$ cat src/rtl/image_ram_pkg.sv
// image_ram_pkg: shared defaults and encodings for the image RAM write path.
//   IMG_W_DEF / IMG_H_DEF : default image geometry (row stride / row count)
//   ADDR_W_DEF / DATA_W_DEF : default RAM address and pixel widths (RGB332)
//   CMD_W                 : width of the rectangle fields on the command port
//   mode_e                : command mode (solid fill or pixel stream)
//   state_e               : writer FSM states
package image_ram_pkg;

    localparam int IMG_W_DEF  = 320;
    localparam int IMG_H_DEF  = 140;
    localparam int ADDR_W_DEF = 16;
    localparam int DATA_W_DEF = 8;
    localparam int CMD_W      = 10;

    typedef enum logic {
        MODE_FILL   = 1'b0,
        MODE_STREAM = 1'b1
    } mode_e;

    typedef enum logic [1:0] {
        IDLE    = 2'd0,
        WAIT_VB = 2'd1,
        WRITE   = 2'd2,
        DONE    = 2'd3
    } state_e;

endpackage

$ cat src/rtl/rect_addr_gen.sv
// rect_addr_gen: walks a rectangle in raster order inside an image of stride IMG_W.
//   clk, rst   : clock, synchronous active-low reset
//   load_i     : start a new rectangle (base_i = y*IMG_W+x, w_i, h_i latched)
//   advance_i  : consume the current address and step to the next pixel
//   addr_o     : current RAM address (row_base + col)
//   last_o     : current address is the bottom-right pixel of the rectangle
module rect_addr_gen
    import image_ram_pkg::*;
#(
    parameter int ADDR_W = ADDR_W_DEF,
    parameter int IMG_W  = IMG_W_DEF
) (
    input  logic              clk,
    input  logic              rst,
    input  logic              load_i,
    input  logic [ADDR_W-1:0] base_i,
    input  logic [CMD_W-1:0]  w_i,
    input  logic [CMD_W-1:0]  h_i,
    input  logic              advance_i,
    output logic [ADDR_W-1:0] addr_o,
    output logic              last_o
);

    logic [CMD_W-1:0]  col_q, row_q, w_q, h_q;
    logic [ADDR_W-1:0] row_base_q;
    logic              col_end, row_end;

    assign col_end = (col_q == w_q - CMD_W'(1));
    assign row_end = (row_q == h_q - CMD_W'(1));
    assign last_o  = col_end && row_end;
    assign addr_o  = row_base_q + ADDR_W'(col_q);

    // The row start advances by the stride at each row wrap, so the loop
    // never needs a multiplier.
    always_ff @(posedge clk) begin
        if (!rst) begin
            col_q      <= '0;
            row_q      <= '0;
            w_q        <= '0;
            h_q        <= '0;
            row_base_q <= '0;
        end else if (load_i) begin
            col_q      <= '0;
            row_q      <= '0;
            w_q        <= w_i;
            h_q        <= h_i;
            row_base_q <= base_i;
        end else if (advance_i) begin
            if (col_end) begin
                col_q      <= '0;
                row_q      <= row_q + CMD_W'(1);
                row_base_q <= row_base_q + ADDR_W'(IMG_W);
            end else begin
                col_q <= col_q + CMD_W'(1);
            end
        end
    end

endmodule

$ cat src/rtl/image_ram_writer.sv
// image_ram_writer: fills a rectangle of the image RAM write port, either with a
// solid colour or with a raster-order pixel stream.
//   cmd_*     : command handshake and rectangle/mode/colour (accepted only in IDLE)
//   px_*      : stream pixels, valid/ready handshake, consumed only while writing
//   vblank    : display blanking; gates the first write when SYNC_VBLANK=1
//   wren, wraddress, data : registered RAM write port
//   busy      : command in progress; done: one-cycle completion pulse
//   err       : one-cycle pulse for a rejected (empty or out-of-image) command
module image_ram_writer
    import image_ram_pkg::*;
#(
    parameter int IMG_W       = IMG_W_DEF,
    parameter int IMG_H       = IMG_H_DEF,
    parameter int ADDR_W      = ADDR_W_DEF,
    parameter int DATA_W      = DATA_W_DEF,
    parameter bit SYNC_VBLANK = 1'b1
) (
    input  logic              clk,
    input  logic              rst,
    input  logic              cmd_valid,
    output logic              cmd_ready,
    input  logic              cmd_mode,
    input  logic [CMD_W-1:0]  cmd_x,
    input  logic [CMD_W-1:0]  cmd_y,
    input  logic [CMD_W-1:0]  cmd_w,
    input  logic [CMD_W-1:0]  cmd_h,
    input  logic [DATA_W-1:0] cmd_color,
    input  logic              px_valid,
    input  logic [DATA_W-1:0] px_data,
    output logic              px_ready,
    input  logic              vblank,
    output logic              wren,
    output logic [ADDR_W-1:0] wraddress,
    output logic [DATA_W-1:0] data,
    output logic              busy,
    output logic              done,
    output logic              err
);

    state_e            state_q, state_d;
    mode_e             mode_q;
    logic [DATA_W-1:0] color_q;
    logic              wren_q, wren_d;
    logic [ADDR_W-1:0] wraddress_q, wraddress_d;
    logic [DATA_W-1:0] data_q, data_d;
    logic              err_q, err_d;

    logic              accept, cmd_ok, load, beat, last;
    logic [ADDR_W-1:0] base, addr;

    // One extra bit on the sums so x+w and y+h cannot wrap past the image edge.
    assign cmd_ok = (cmd_w != '0) && (cmd_h != '0)
                 && (({1'b0, cmd_x} + {1'b0, cmd_w}) <= (CMD_W+1)'(IMG_W))
                 && (({1'b0, cmd_y} + {1'b0, cmd_h}) <= (CMD_W+1)'(IMG_H));
    assign accept = cmd_valid && cmd_ready;
    assign load   = accept && cmd_ok;
    // The only multiply in the design; it runs once per command.
    assign base   = ADDR_W'(32'(cmd_y) * 32'(IMG_W) + 32'(cmd_x));

    rect_addr_gen #(
        .ADDR_W (ADDR_W),
        .IMG_W  (IMG_W)
    ) u_addr (
        .clk       (clk),
        .rst       (rst),
        .load_i    (load),
        .base_i    (base),
        .w_i       (cmd_w),
        .h_i       (cmd_h),
        .advance_i (beat),
        .addr_o    (addr),
        .last_o    (last)
    );

    always_comb begin
        state_d     = state_q;
        cmd_ready   = (state_q == IDLE);
        px_ready    = (state_q == WRITE) && (mode_q == MODE_STREAM);
        beat        = (state_q == WRITE) && ((mode_q == MODE_FILL) || px_valid);
        busy        = (state_q != IDLE);
        done        = (state_q == DONE);
        err_d       = accept && !cmd_ok;
        wren_d      = beat;
        wraddress_d = wraddress_q;
        data_d      = data_q;
        if (beat) begin
            wraddress_d = addr;
            data_d      = (mode_q == MODE_FILL) ? color_q : px_data;
        end
        case (state_q)
            IDLE:    if (load) state_d = SYNC_VBLANK ? WAIT_VB : WRITE;
            WAIT_VB: if (vblank) state_d = WRITE;
            WRITE:   if (beat && last) state_d = DONE;
            DONE:    state_d = IDLE;
            default: state_d = IDLE;
        endcase
    end

    always_ff @(posedge clk) begin
        if (!rst) begin
            state_q     <= IDLE;
            mode_q      <= MODE_FILL;
            color_q     <= '0;
            wren_q      <= 1'b0;
            wraddress_q <= '0;
            data_q      <= '0;
            err_q       <= 1'b0;
        end else begin
            state_q     <= state_d;
            wren_q      <= wren_d;
            wraddress_q <= wraddress_d;
            data_q      <= data_d;
            err_q       <= err_d;
            if (load) begin
                mode_q  <= mode_e'(cmd_mode);
                color_q <= cmd_color;
            end
        end
    end

    assign wren      = wren_q;
    assign wraddress = wraddress_q;
    assign data      = data_q;
    assign err       = err_q;

endmodule

$ cat config.mk
export PLATFORM = sky130hd
export DESIGN_NAME = image_ram_writer
export DESIGN_NICKNAME = d
export VERILOG_FILES = /design/src/rtl/image_ram_pkg.sv /design/src/rtl/rect_addr_gen.sv /design/src/rtl/image_ram_writer.sv
export SDC_FILE = /design/constraint.sdc
export NUM_CORES = 1
export LEC_CHECK = 0
export ABC_CLOCK_PERIOD_IN_PS = 4000
export CAP_MARGIN = 10
export CORE_MARGIN = 2
export CORE_UTILIZATION = 50
export DETAILED_ROUTE_END_ITERATION = 7
export PLACE_DENSITY_LB_ADDON = 0.05
export REMOVE_ABC_BUFFERS = 1
export SLEW_MARGIN = 40
export SYNTH_ARGS = -nofsm -noshare
export SYNTH_HDL_FRONTEND = slang
export SYNTH_SLANG_ARGS = --single-unit
export TNS_END_PERCENT = 50
$ cat constraint.sdc
create_clock -name clk -period 4 [get_ports clk]
set_input_delay 1 -clock clk [delete_from_list [all_inputs] [get_ports clk]]
set_output_delay 1 -clock clk [all_outputs]
set_load 0.02 [all_outputs]
; Word-level counts from Yosys, hierarchy flattened
; Cells that the tools add are included.
[word_totals]
ff_bits = 93
out_inout_bits = 30
word_cells = 65
[classes]
n_bitwise = 2
eq_ne = 8
n_addsub = 9
n_reduce_logical = 22
n_lt_le_gt_ge = 2
n_mux = 9
multipliers = 1
[ops]
columns = operator, n
row1 = 16-bit 2-to-1 mux, 3
row2 = 16-bit by 10-bit adder with 16-bit output, 2
row3 = 10-bit by 10-bit adder with 11-bit output, 2
row4 = "10-bit by 1-bit adder with 10-bit output, second input constant", 2
row5 = 10-bit equality test, 2
row6 = 10-bit nonzero test, 2
row7 = "10-bit by 1-bit subtractor with 10-bit output, second input constant", 2
row8 = "16-bit by 9-bit adder with 16-bit output, second input constant", 1
row9 = "11-bit by 8-bit <= comparator with 1-bit output, second input constant", 1
row10 = "11-bit by 9-bit <= comparator with 1-bit output, second input constant", 1
row11 = 1-bit logical AND, 10
row12 = "10-bit by 3-bit multiplier with 10-bit output, second input constant", 1
row13 = 10-bit 2-to-1 mux, 1
row14 = 8-bit 2-to-1 mux, 1
row15 = 2-bit case mux with 4 select lines, 1
row16 = 2-bit 2-to-1 mux, 3
row17 = 2-bit nonzero test, 3
row18 = "2-bit equality test, second input constant", 2
row19 = "2-bit by 1-bit != test with 1-bit output, second input constant", 2
row20 = 2-bit AND reduction, 2
row21 = 3-bit AND reduction, 1
row22 = "2-bit by 1-bit equality test with 1-bit output, second input constant", 1
row23 = 2-bit logical NOT, 1
row24 = "2-bit != test, second input constant", 1
row25 = other kinds (4), 5

; Longest topological paths before layout
; Gate-level depths: netlist of the first run.
[depth]
word_depth = 7
mapped_depth = 12

; Hierarchy
; Synthesis of the first run repeated with hierarchy kept, for this count alone.
[unflattened]
hier_cells = 797
area_unflattened_um2 = 6668.9
[modules_own_cells]
columns = module, n_inst, area_per_inst_um2, cells_per_inst
row1 = rect_addr_gen, 1, 3567.2, 421
row2 = image_ram_writer, 1, 3101.7, 376

; Least setup slack after synthesis of the first run
; OpenSTA, ideal clock, no wires.
[synth_timing]
kind = input -> register
start = input port cmd_y[0]
end = register color_q[5]
setup_time_ps = 128
setup_slack_ps = 552
path_buffers = 2
t_arrival_ps = 3321
stages = 11
cell_sequence = ha_1 > fa_1 > or4b_2 > a31oi_1 > nor4_1 > o32a_1 > nand4_1 > buf_6 > buf_6 > mux2i_1 > nor2_1
[synth_via]
elab_chain_cells = 4
[synth_lines]
columns = element, line
row1 = start: declaration, image_ram_writer.sv:24  ; input logic [CMD_W-1:0] cmd_y,
row2 = 10-bit by 10-bit adder with 11-bit output, image_ram_writer.sv:54  ; && (({1'b0, cmd_y} + {1'b0, cmd_h}) <= (CMD_W+1)'(IMG_H));
row3 = 11-bit by 8-bit <= comparator with 1-bit output, image_ram_writer.sv:54
row4 = 1-bit logical AND, image_ram_writer.sv:54
row5 = 1-bit logical AND, image_ram_writer.sv:56  ; assign load = accept && cmd_ok;
row6 = end signal: assignment, image_ram_writer.sv:116  ; color_q <= cmd_color;
row7 = end: declaration, image_ram_writer.sv:42  ; logic [DATA_W-1:0] color_q;
; No other way between the ends.
; A chain may end at the register's enable or synchronous reset.

; Final worst setup path of the first run
[layout_timing]
start = input port cmd_y[0]
end = register mode_q
[layout_via]
elab_chain_cells = 4
[layout_lines]
columns = element, line
row1 = 10-bit by 10-bit adder with 11-bit output, image_ram_writer.sv:54
row2 = 11-bit by 8-bit <= comparator with 1-bit output, image_ram_writer.sv:54
row3 = 1-bit logical AND, image_ram_writer.sv:54
row4 = 1-bit logical AND, image_ram_writer.sv:56
row5 = end signal: assignment, image_ram_writer.sv:115  ; mode_q <= mode_e'(cmd_mode);
row6 = end: declaration, image_ram_writer.sv:41  ; mode_e mode_q;
; No other way between the ends.

==> insert_results.sql, run 1 <==
INSERT INTO impl_metrics (metric_group, metric, value, unit) VALUES
('timing', 'setup_ws', '116.4', 'ps'),
('clock_tree', 'clock_tree_buf_depth', '2', ''),
('drt', 'via_count', '5947', ''),
('drt', 'avgRoutedWirePerCell', '15.29', 'µm'),
('grt', 'global_route_total_overflow', '0', ''),
('grt', 'largest_net_degree_at_the_start_of_global_routing', '47', ''),
('timing', 'setup_viol', '0', ''),
('setup_path', 'crit_path_max_fanout', '14', ''),
('synth', 'synth_top_family_by_area', 'simple AND/OR/NAND/NOR gates', ''),
('timing', 'clock-skew-final', '5.579', 'ps'),
('grt', 'grt_antenna_before_repair', '0', ''),
('synth', 'postSynthRegisterBits', '93', ''),
('timing', 'finalWorstPathRequiredPeriod', '3884', 'ps'),
('setup_path', 'criticalPathCategory', 'primary input to flip-flop', ''),
('cells_and_area', 'final_core_utilization', '0.6614', ''),
('floorplanning', 'cell_rows', '41', ''),
('synth', 'synth-compound-area-share', '0.1638', ''),
('synth', 'synthArstFlopShare', '0', ''),
('synth', 'synth_top_cell_by_area', 'sky130_fd_sc_hd__dfxtp_1', ''),
('synth', 'synthSimpleGateAreaFrac', '0.1984', ''),
('synth', 'yosys-mux-area-fraction', '0.07760', ''),
('cells_and_area', 'number_of_antenna_diodes', '0', ''),
('synth', 'fraction_of_synthesized_cell_area_in_xor_and_xnor_cells', '0.1089', ''),
('clock_tree', 'clk_transition_reported_paths', '70', 'ps'),
('clock_tree', 'ctsRootBufferMaster', 'sky130_fd_sc_hd__clkbuf_16', ''),
('synth', 'ys_top_cells_by_area', 'sky130_fd_sc_hd__dfxtp_1, sky130_fd_sc_hd__ha_1, sky130_fd_sc_hd__mux2i_1', ''),
('clock_tree', 'cts.htree.levels', '3', ''),
('cells_and_area', 'layout.cells.most_common', 'sky130_fd_sc_hd__nor2_1', ''),
('floorplanning', 'dieWidth', '118.1', 'µm'),
('synth', 'count_of_flip_flops_with_a_built_in_enable_after_synthesis', '0', ''),
('setup_path', 'cpMaxStageDelayCell', 'sky130_fd_sc_hd__or4_4', ''),
('floorplanning', 'design.core.area', '0.01267', 'mm²'),
('drt', 'total_drc_errors_in_the_routed_layout', '0', ''),
('timing', 'final.period_utilization', '0.9709', ''),
('grt', 'grtUsageTotal', '0.2320', ''),
('job', 'max_cap_viol_count', '0', ''),
('timing', 'slew_headroom', '0.5492', ''),
('min_path', 'holdPathStages', '2', ''),
('floorplanning', 'die_outline_area', '0.01396', 'mm²'),
('power_and_ir_drop', 'cellPowerDensity', '272.5', 'mW/mm²'),
('timing', 'worst_slew_pin_slew', '676.2', 'ps'),
('timing', 'hold_viol_final', '0', ''),
('floorplanning', 'die_h', '118.1', 'µm'),
('drt', 'routed_wl', '16450', 'µm'),
('synth', 'synth_ff_type', 'sky130_fd_sc_hd__dfxtp_1', ''),
('floorplanning', 'io_pins', '92', ''),
('clock_tree', 'clkSinkCount', '93', ''),
('clock_tree', 'cts_made_buffers', '9', ''),
('synth', 'synth_warn', '0', ''),
('place', 'place_worst_setup_slack', '-203.0', 'ps'),
('place', 'io_buffer_count', '91', ''),
('cells_and_area', 'post_route_cells_drive_above_1_share', '0.1095', ''),
('place', 'finalWeightedCongestion', '0.8766', ''),
('cells_and_area', 'finish.net_count', '1022', ''),
('synth', 'area_share_of_the_leading_cell_type_in_the_synthesized_netlist', '0.2858', ''),
('drt', 'viasPerCell', '5.527', ''),
('setup_path', 'cp_cell_sequence', 'clkdlybuf4s50_1 -> ha_2 -> fa_2 -> a21o_1 -> a31oi_1 -> o211a_1 -> or4_4 -> nor4_4 -> nand4_1 -> buf_4 -> buf_12 -> buf_12 -> mux2i_2 -> nor2_1', ''),
('drt', 'drt_pre_antenna_iters', '4', ''),
('cells_and_area', 'syn2layout_area_growth', '28.66', '%'),
('run_status', 'status', 'finished, final reports clean', ''),
('setup_path', 'cp.arrival', '4100', 'ps'),
('power_and_ir_drop', 'static-leakage-power', '3.554', 'nW'),
('timing', 'clock.fmax', '257.5', 'MHz'),
('timing', 'finalMaxSlewViolations', '0', ''),
('synth', 'synth_seq_area_share', '0.2858', ''),
('setup_path', 'cpPeakStageDelay', '540', 'ps'),
('synth', 'syn-cell-area', '0.006514', 'mm²'),
('setup_path', 'worst_r2r_path_depth', '10', ''),
('place', 'post-dp-hpwl', '12800', 'µm'),
('power_and_ir_drop', 'ir_drop', '197.7', 'µV'),
('synth', 'yosys.area_share.adder', '0.1229', '');
cells by family (layout without fill, tap and decap cells):
group	Yosys count	in the layout
muxes	50	50
adders and majority gates	61	61
AOI/OAI and AO/OA	160	160
buffers and inverters	59	194
DFF	93	93
xor gates and xnor gates	81	81
and+or+nand+nor	265	265
synth_stat cells (5+ instances only):
master                     instances
sky130_fd_sc_hd__nor4_1            9
sky130_fd_sc_hd__ha_1             56
sky130_fd_sc_hd__and3_1            8
sky130_fd_sc_hd__buf_2             5
sky130_fd_sc_hd__nor2_1          103
sky130_fd_sc_hd__dfxtp_1          93
sky130_fd_sc_hd__clkbuf_1         16
sky130_fd_sc_hd__xnor2_1          49
sky130_fd_sc_hd__inv_1            27
sky130_fd_sc_hd__o21a_1            7
sky130_fd_sc_hd__a21o_1           12
sky130_fd_sc_hd__nand4_1          15
sky130_fd_sc_hd__buf_6             6
sky130_fd_sc_hd__nand2_1          46
sky130_fd_sc_hd__nor2b_1          10
sky130_fd_sc_hd__a21oi_1          44
sky130_fd_sc_hd__o21ai_0          26
sky130_fd_sc_hd__nand3_1          17
sky130_fd_sc_hd__fa_1              5
sky130_fd_sc_hd__nor3_1           21
sky130_fd_sc_hd__mux2i_1          49
sky130_fd_sc_hd__xor2_1           32
sky130_fd_sc_hd__a31oi_1           8
sky130_fd_sc_hd__a211oi_1         22
registers in the layout (all words and copies together), names as in the netlist:
signal             count
u_addr.row_q          10
wraddress             16
data                   8
u_addr.h_q            10
u_addr.w_q            10
err                    1
state_q                2
u_addr.col_q          10
wren                   1
u_addr.row_base_q     16
mode_q                 1
color_q                8
routing by layer:
layer	GRT usage	part of all wire	vias up
li1	-	-	3019
met1	0.3029	0.48	2762
met2	0.3927	0.47	137
met3	0.02847	0.038	29
met4	0.08358	0.020	0
met5	0	0	-
worst paths after layout:
kind | endpoint | startpoint
worst max-delay path | mode_q$_SDFFE_PN0N_ | cmd_y[0]
worst min-delay path | wraddress[3]$_SDFFE_PN0P_ | wraddress[3]$_SDFFE_PN0P_
worst max register to register | state_q[1]$_SDFFE_PN0P_ | u_addr.w_q[0]$_SDFFE_PN0N_
worst min register to register | wraddress[3]$_SDFFE_PN0P_ | wraddress[3]$_SDFFE_PN0P_
what timing repair did:
item / in CTS / in global routing
resized for setup: 0 / 9
setup endpoints to repair: 0 / 1
buffers inserted: 0 / 2
per-stage QoR:
step	total power, mW	hold WS, ps	cell area (µm²)	setup TNS [ps]	instances
finish	2.284	450.0	8381	0	1076
global route	2.380	464.0	8381	-33.25	1076
CTS	2.288	452.8	8269	0	1072
detailed placement	1.409	443.4	7960	-9609	1056
global placement	1.396	436.3	7956	-5178	1056
floorplan	1.212	449.2	6342	-99450	738
worst max-delay path, delay by kind of cell:
family | cells | cell delay (ps)
buffers and inverters | 4 | 990
and+or+nand+nor | 4 | 990
AOI/OAI and AO/OA | 3 | 500
adders and majority gates | 2 | 420
muxes | 1 | 190
layout make-up:
cell class | count | area [µm²] | share of cell area
flip-flops and latches | 93 | 1862 | 0.2222
inverters | 28 | 105.1 | 0.01254
clock buffers | 9 | 225.2 | 0.02687
clock inverters | 7 | 83.83 | 0.01000
repair buffers | 150 | 1464 | 0.1747
multi-input cells | 617 | 4425 | 0.5281
well taps | 172 | 215.2 | 0.02568
report_power, final:
| group | switching [mW] | leakage [nW] | internal, mW |
|---|---|---|---|
| combinational | 0.229 | 2.66 | 0.241 |
| sequential | 0.00567 | 0.749 | 0.930 |
| clock | 0.384 | 0.142 | 0.494 |
Note: power is estimated with default switching activity, not from simulation.
==> inputs of run 2 (changes only) <==
--- a/config.mk
+++ b/config.mk
@@ -7,8 +7,10 @@
 export LEC_CHECK = 0
 export ABC_CLOCK_PERIOD_IN_PS = 4000
 export CAP_MARGIN = 10
+export CELL_PAD_IN_SITES_DETAIL_PLACEMENT = 2
+export CELL_PAD_IN_SITES_GLOBAL_PLACEMENT = 2
 export CORE_MARGIN = 2
-export CORE_UTILIZATION = 50
+export CORE_UTILIZATION = 33
 export DETAILED_ROUTE_END_ITERATION = 7
 export PLACE_DENSITY_LB_ADDON = 0.05
 export REMOVE_ABC_BUFFERS = 1
==> insert_results.sql, run 2 (synthesis gave the netlist of run 1 again) <==
INSERT INTO impl_metrics (metric_group, metric, value, unit) VALUES
('setup_path', 'cp_cell_sequence', 'clkdlybuf4s50_1 -> ha_2 -> fa_2 -> a21o_1 -> a31oi_1 -> o211a_1 -> or4_4 -> nor4_4 -> nand4_1 -> buf_4 -> buf_12 -> buf_12 -> mux2i_1 -> nor2_1', ''),
('clock_tree', 'clkLatencyLatePin', '350', 'ps'),
('cells_and_area', 'post_route_cells_drive_above_1_share', '0.1325', ''),
('place', 'io_buffer_count', '91', ''),
('timing', 'final.setup.tns', '0', 'ps'),
('setup_path', 'setup.worst_path.end_class', 'flip-flop', ''),
('setup_path', 'timing.reg2reg.setup_slack', '710', 'ps'),
('setup_path', 'critical_path.reg2reg.endpoint', 'state_q[1]$_SDFFE_PN0P_', ''),
('setup_path', 'crit_path_max_fanout', '12', ''),
('floorplanning', 'die_outline_area', '0.02088', 'mm²'),
('setup_path', 'setup.worst_path.end', 'u_addr.h_q[1]$_SDFFE_PN0N_', ''),
('power_and_ir_drop', 'p_int', '1.807', 'mW'),
('cells_and_area', 'syn2layout_area_growth', '33.44', '%'),
('grt', 'first_global_vias', '6816', ''),
('drt', 'via_count', '6257', ''),
('floorplanning', 'die_h', '144.5', 'µm'),
('cells_and_area', 'finish.net_count', '1046', ''),
('grt', 'largest_net_degree_at_the_start_of_global_routing', '47', ''),
('drt', 'routed_wl', '22220', 'µm'),
('setup_path', 'critPathMostFrequentCell', 'sky130_fd_sc_hd__buf_12', ''),
('floorplanning', 'cell_rows', '51', ''),
('power_and_ir_drop', 'sw_ratio', '0.2673', ''),
('setup_path', 'criticalPathCategory', 'primary input to flip-flop', ''),
('power_and_ir_drop', 'power.clock.fraction', '0.411', ''),
('drt', 'antenna_violating_nets_post_route', '0', ''),
('grt', 'wire_length_of_the_first_global_routing_pass', '35750', 'µm'),
('setup_path', 'timing.rr.start', 'u_addr.w_q[0]$_SDFFE_PN0N_', ''),
('place', 'finalWeightedCongestion', '0.8268', ''),
('drt', 'viasPerCell', '5.245', ''),
('cells_and_area', 'layout_common_cells', 'sky130_fd_sc_hd__nor2_1, sky130_fd_sc_hd__dfxtp_1, sky130_fd_sc_hd__clkdlybuf4s50_1', ''),
('min_path', 'hold_path_class', 'flip-flop to flip-flop', ''),
('clock_tree', 'cts_made_buffers', '9', ''),
('setup_path', 'cpPeakStageDelay', '540', 'ps'),
('setup_path', 'timing.critical_path.required', '4230', 'ps'),
('timing', 'final.period_utilization', '0.9781', ''),
('timing', 'worst_slew_pin_slew', '696.0', 'ps'),
('power_and_ir_drop', 'combinationalPowerShare', '0.210', ''),
('power_and_ir_drop', 'post-layout-total-power', '2.465', 'mW'),
('timing', 'setup_ws', '87.73', 'ps'),
('grt', 'grt_antenna_before_repair', '0', ''),
('job', 'max_cap_viol_count', '0', ''),
('cells_and_area', 'number_of_antenna_diodes', '0', ''),
('setup_path', 'cp-start-kind', 'primary input', ''),
('setup_path', 'setup.worst_path.start', 'cmd_y[0]', ''),
('drt', 'drt_pre_antenna_iters', '4', ''),
('grt', 'grtUsageTotal', '0.2176', ''),
('floorplanning', 'dieWidth', '144.5', 'µm'),
('clock_tree', 'cts.htree.levels', '3', ''),
('cells_and_area', 'layout.cells.most_common', 'sky130_fd_sc_hd__nor2_1', ''),
('power_and_ir_drop', 'power.share.sequential', '0.380', ''),
('clock_tree', 'ctsRootBufferMaster', 'sky130_fd_sc_hd__clkbuf_16', ''),
('drt', 'violation_count_after_the_first_detailed_routing_iteration', '188', ''),
('clock_tree', 'cts_tree', 'yes', ''),
('cells_and_area', 'finalInstanceArea', '0.008692', 'mm²'),
('timing', 'clock-skew-final', '5.551', 'ps'),
('setup_path', 'cp.arrival', '4140', 'ps'),
('timing', 'finalWorstPathRequiredPeriod', '3912', 'ps'),
('timing', 'clock.fmax', '255.6', 'MHz'),
('run_status', 'status', 'finished, final reports clean', ''),
('place', 'placement.cell_area', '0.008228', 'mm²'),
('floorplanning', 'io_pins', '92', ''),
('place', 'place_worst_setup_slack', '-351.0', 'ps'),
('timing', 'slew_headroom', '0.5301', ''),
('timing', 'setup_viol', '0', ''),
('floorplanning', 'floorplan.initialDensity', '0.3358', ''),
('clock_tree', 'clk_transition_reported_paths', '70', 'ps'),
('power_and_ir_drop', 'ir_drop', '138.7', 'µV'),
('clock_tree', 'clkSinkCount', '93', ''),
('drt', 'total_drc_errors_in_the_routed_layout', '0', ''),
('setup_path', 'worst_r2r_path_depth', '11', ''),
('timing', 'finalMaxSlewViolations', '0', ''),
('floorplanning', 'design.core.area', '0.01940', 'mm²'),
('place', 'post-dp-hpwl', '17510', 'µm'),
('setup_path', 'cpMaxStageDelayCell', 'sky130_fd_sc_hd__or4_4', ''),
('drt', 'avgRoutedWirePerCell', '18.62', 'µm'),
('power_and_ir_drop', 'cellPowerDensity', '283.6', 'mW/mm²'),
('power_and_ir_drop', 'switchingPower', '0.6589', 'mW'),
('grt', 'global_route_total_overflow', '0', ''),
('clock_tree', 'clock_tree_buf_depth', '2', ''),
('power_and_ir_drop', 'static-leakage-power', '3.678', 'nW'),
('timing', 'hold_viol_final', '0', ''),
('timing', 'holdWs', '455.4', 'ps');
-- run 2: cell types whose count changed in the layout (fill, tap and decap cells not counted), sizes merged --
cell / before / now
buf: 57 / 81
bufinv: 1 / 3
clkinv: 1 / 0
inv: 30 / 29
-- run 2: worst min-delay path by stage --
| stage | to | cells past startpoint | slack, ps | from |
|---|---|---|---|---|
| 3_3_place_gp | wraddress[2]$_SDFFE_PN0P_ | 2 | 440 | wraddress[2]$_SDFFE_PN0P_ |
| 5_1_grt | wraddress[8]$_SDFFE_PN0P_ | 2 | 470 | wraddress[8]$_SDFFE_PN0P_ |
| 2_1_floorplan | u_addr.row_base_q[1]$_SDFFE_PN0P_ | 2 | 450 | u_addr.row_base_q[1]$_SDFFE_PN0P_ |
| 6_report | wraddress[3]$_SDFFE_PN0P_ | 2 | 460 | wraddress[3]$_SDFFE_PN0P_ |
| 4_1_cts | wraddress[3]$_SDFFE_PN0P_ | 2 | 460 | wraddress[3]$_SDFFE_PN0P_ |
| 3_5_place_dp | wraddress[3]$_SDFFE_PN0P_ | 2 | 450 | wraddress[3]$_SDFFE_PN0P_ |
-- run 2: layer usage --
layer  wire length [µm]  global-route usage
met4                197             0.04803
met3                577             0.02285
met1              10320              0.2842
met5                  0                   0
met2              11120              0.3869
-- run 2: final cells by class --
cell class              count  area [µm²]
inverters                  28       105.1
repair buffers            174        1619
multi-input cells         617        4428
clock inverters             7       121.4
well taps                 265       331.6
clock buffers               9       225.2
flip-flops and latches     93        1862
fillers                  2215       10710
-- run 2: power groups by stage --
stage	Combinational, mW	Clock (mW)	Sequential [mW]
after detailed placement	0.501	0	0.958
after global routing	0.568	1.08	0.937
after global placement	0.474	0	0.957
after CTS	0.505	1.04	0.936
final	0.517	1.01	0.936
after floorplan	0.256	0	0.956
-- run 2: what timing repair did --
| action | in CTS | in global routing |
|---|---|---|
| setup buffers | 0 | 2 |
| setup endpoints to repair | 0 | 61 |
| gates resized for setup | 0 | 11 |
| hold buffers | 0 | 0 |
-- run 2: through the flow --
stage          utilization  std cells
2_1_floorplan            -        738
3_3_place_gp        0.4241       1173
3_5_place_dp        0.4241       1173
4_1_cts             0.4420       1189
5_1_grt             0.4481       1193
6_report            0.4481       1193
-- run 2: worst max-delay path, delay by kind of cell --
kind,cells,cell delay [ps]
AO/OA/AOI/OAI,3,520
adder cells (fa/ha/maj),2,430
buffers and inverters,4,1010
multiplexers,1,210
AND/OR/NAND/NOR,4,970
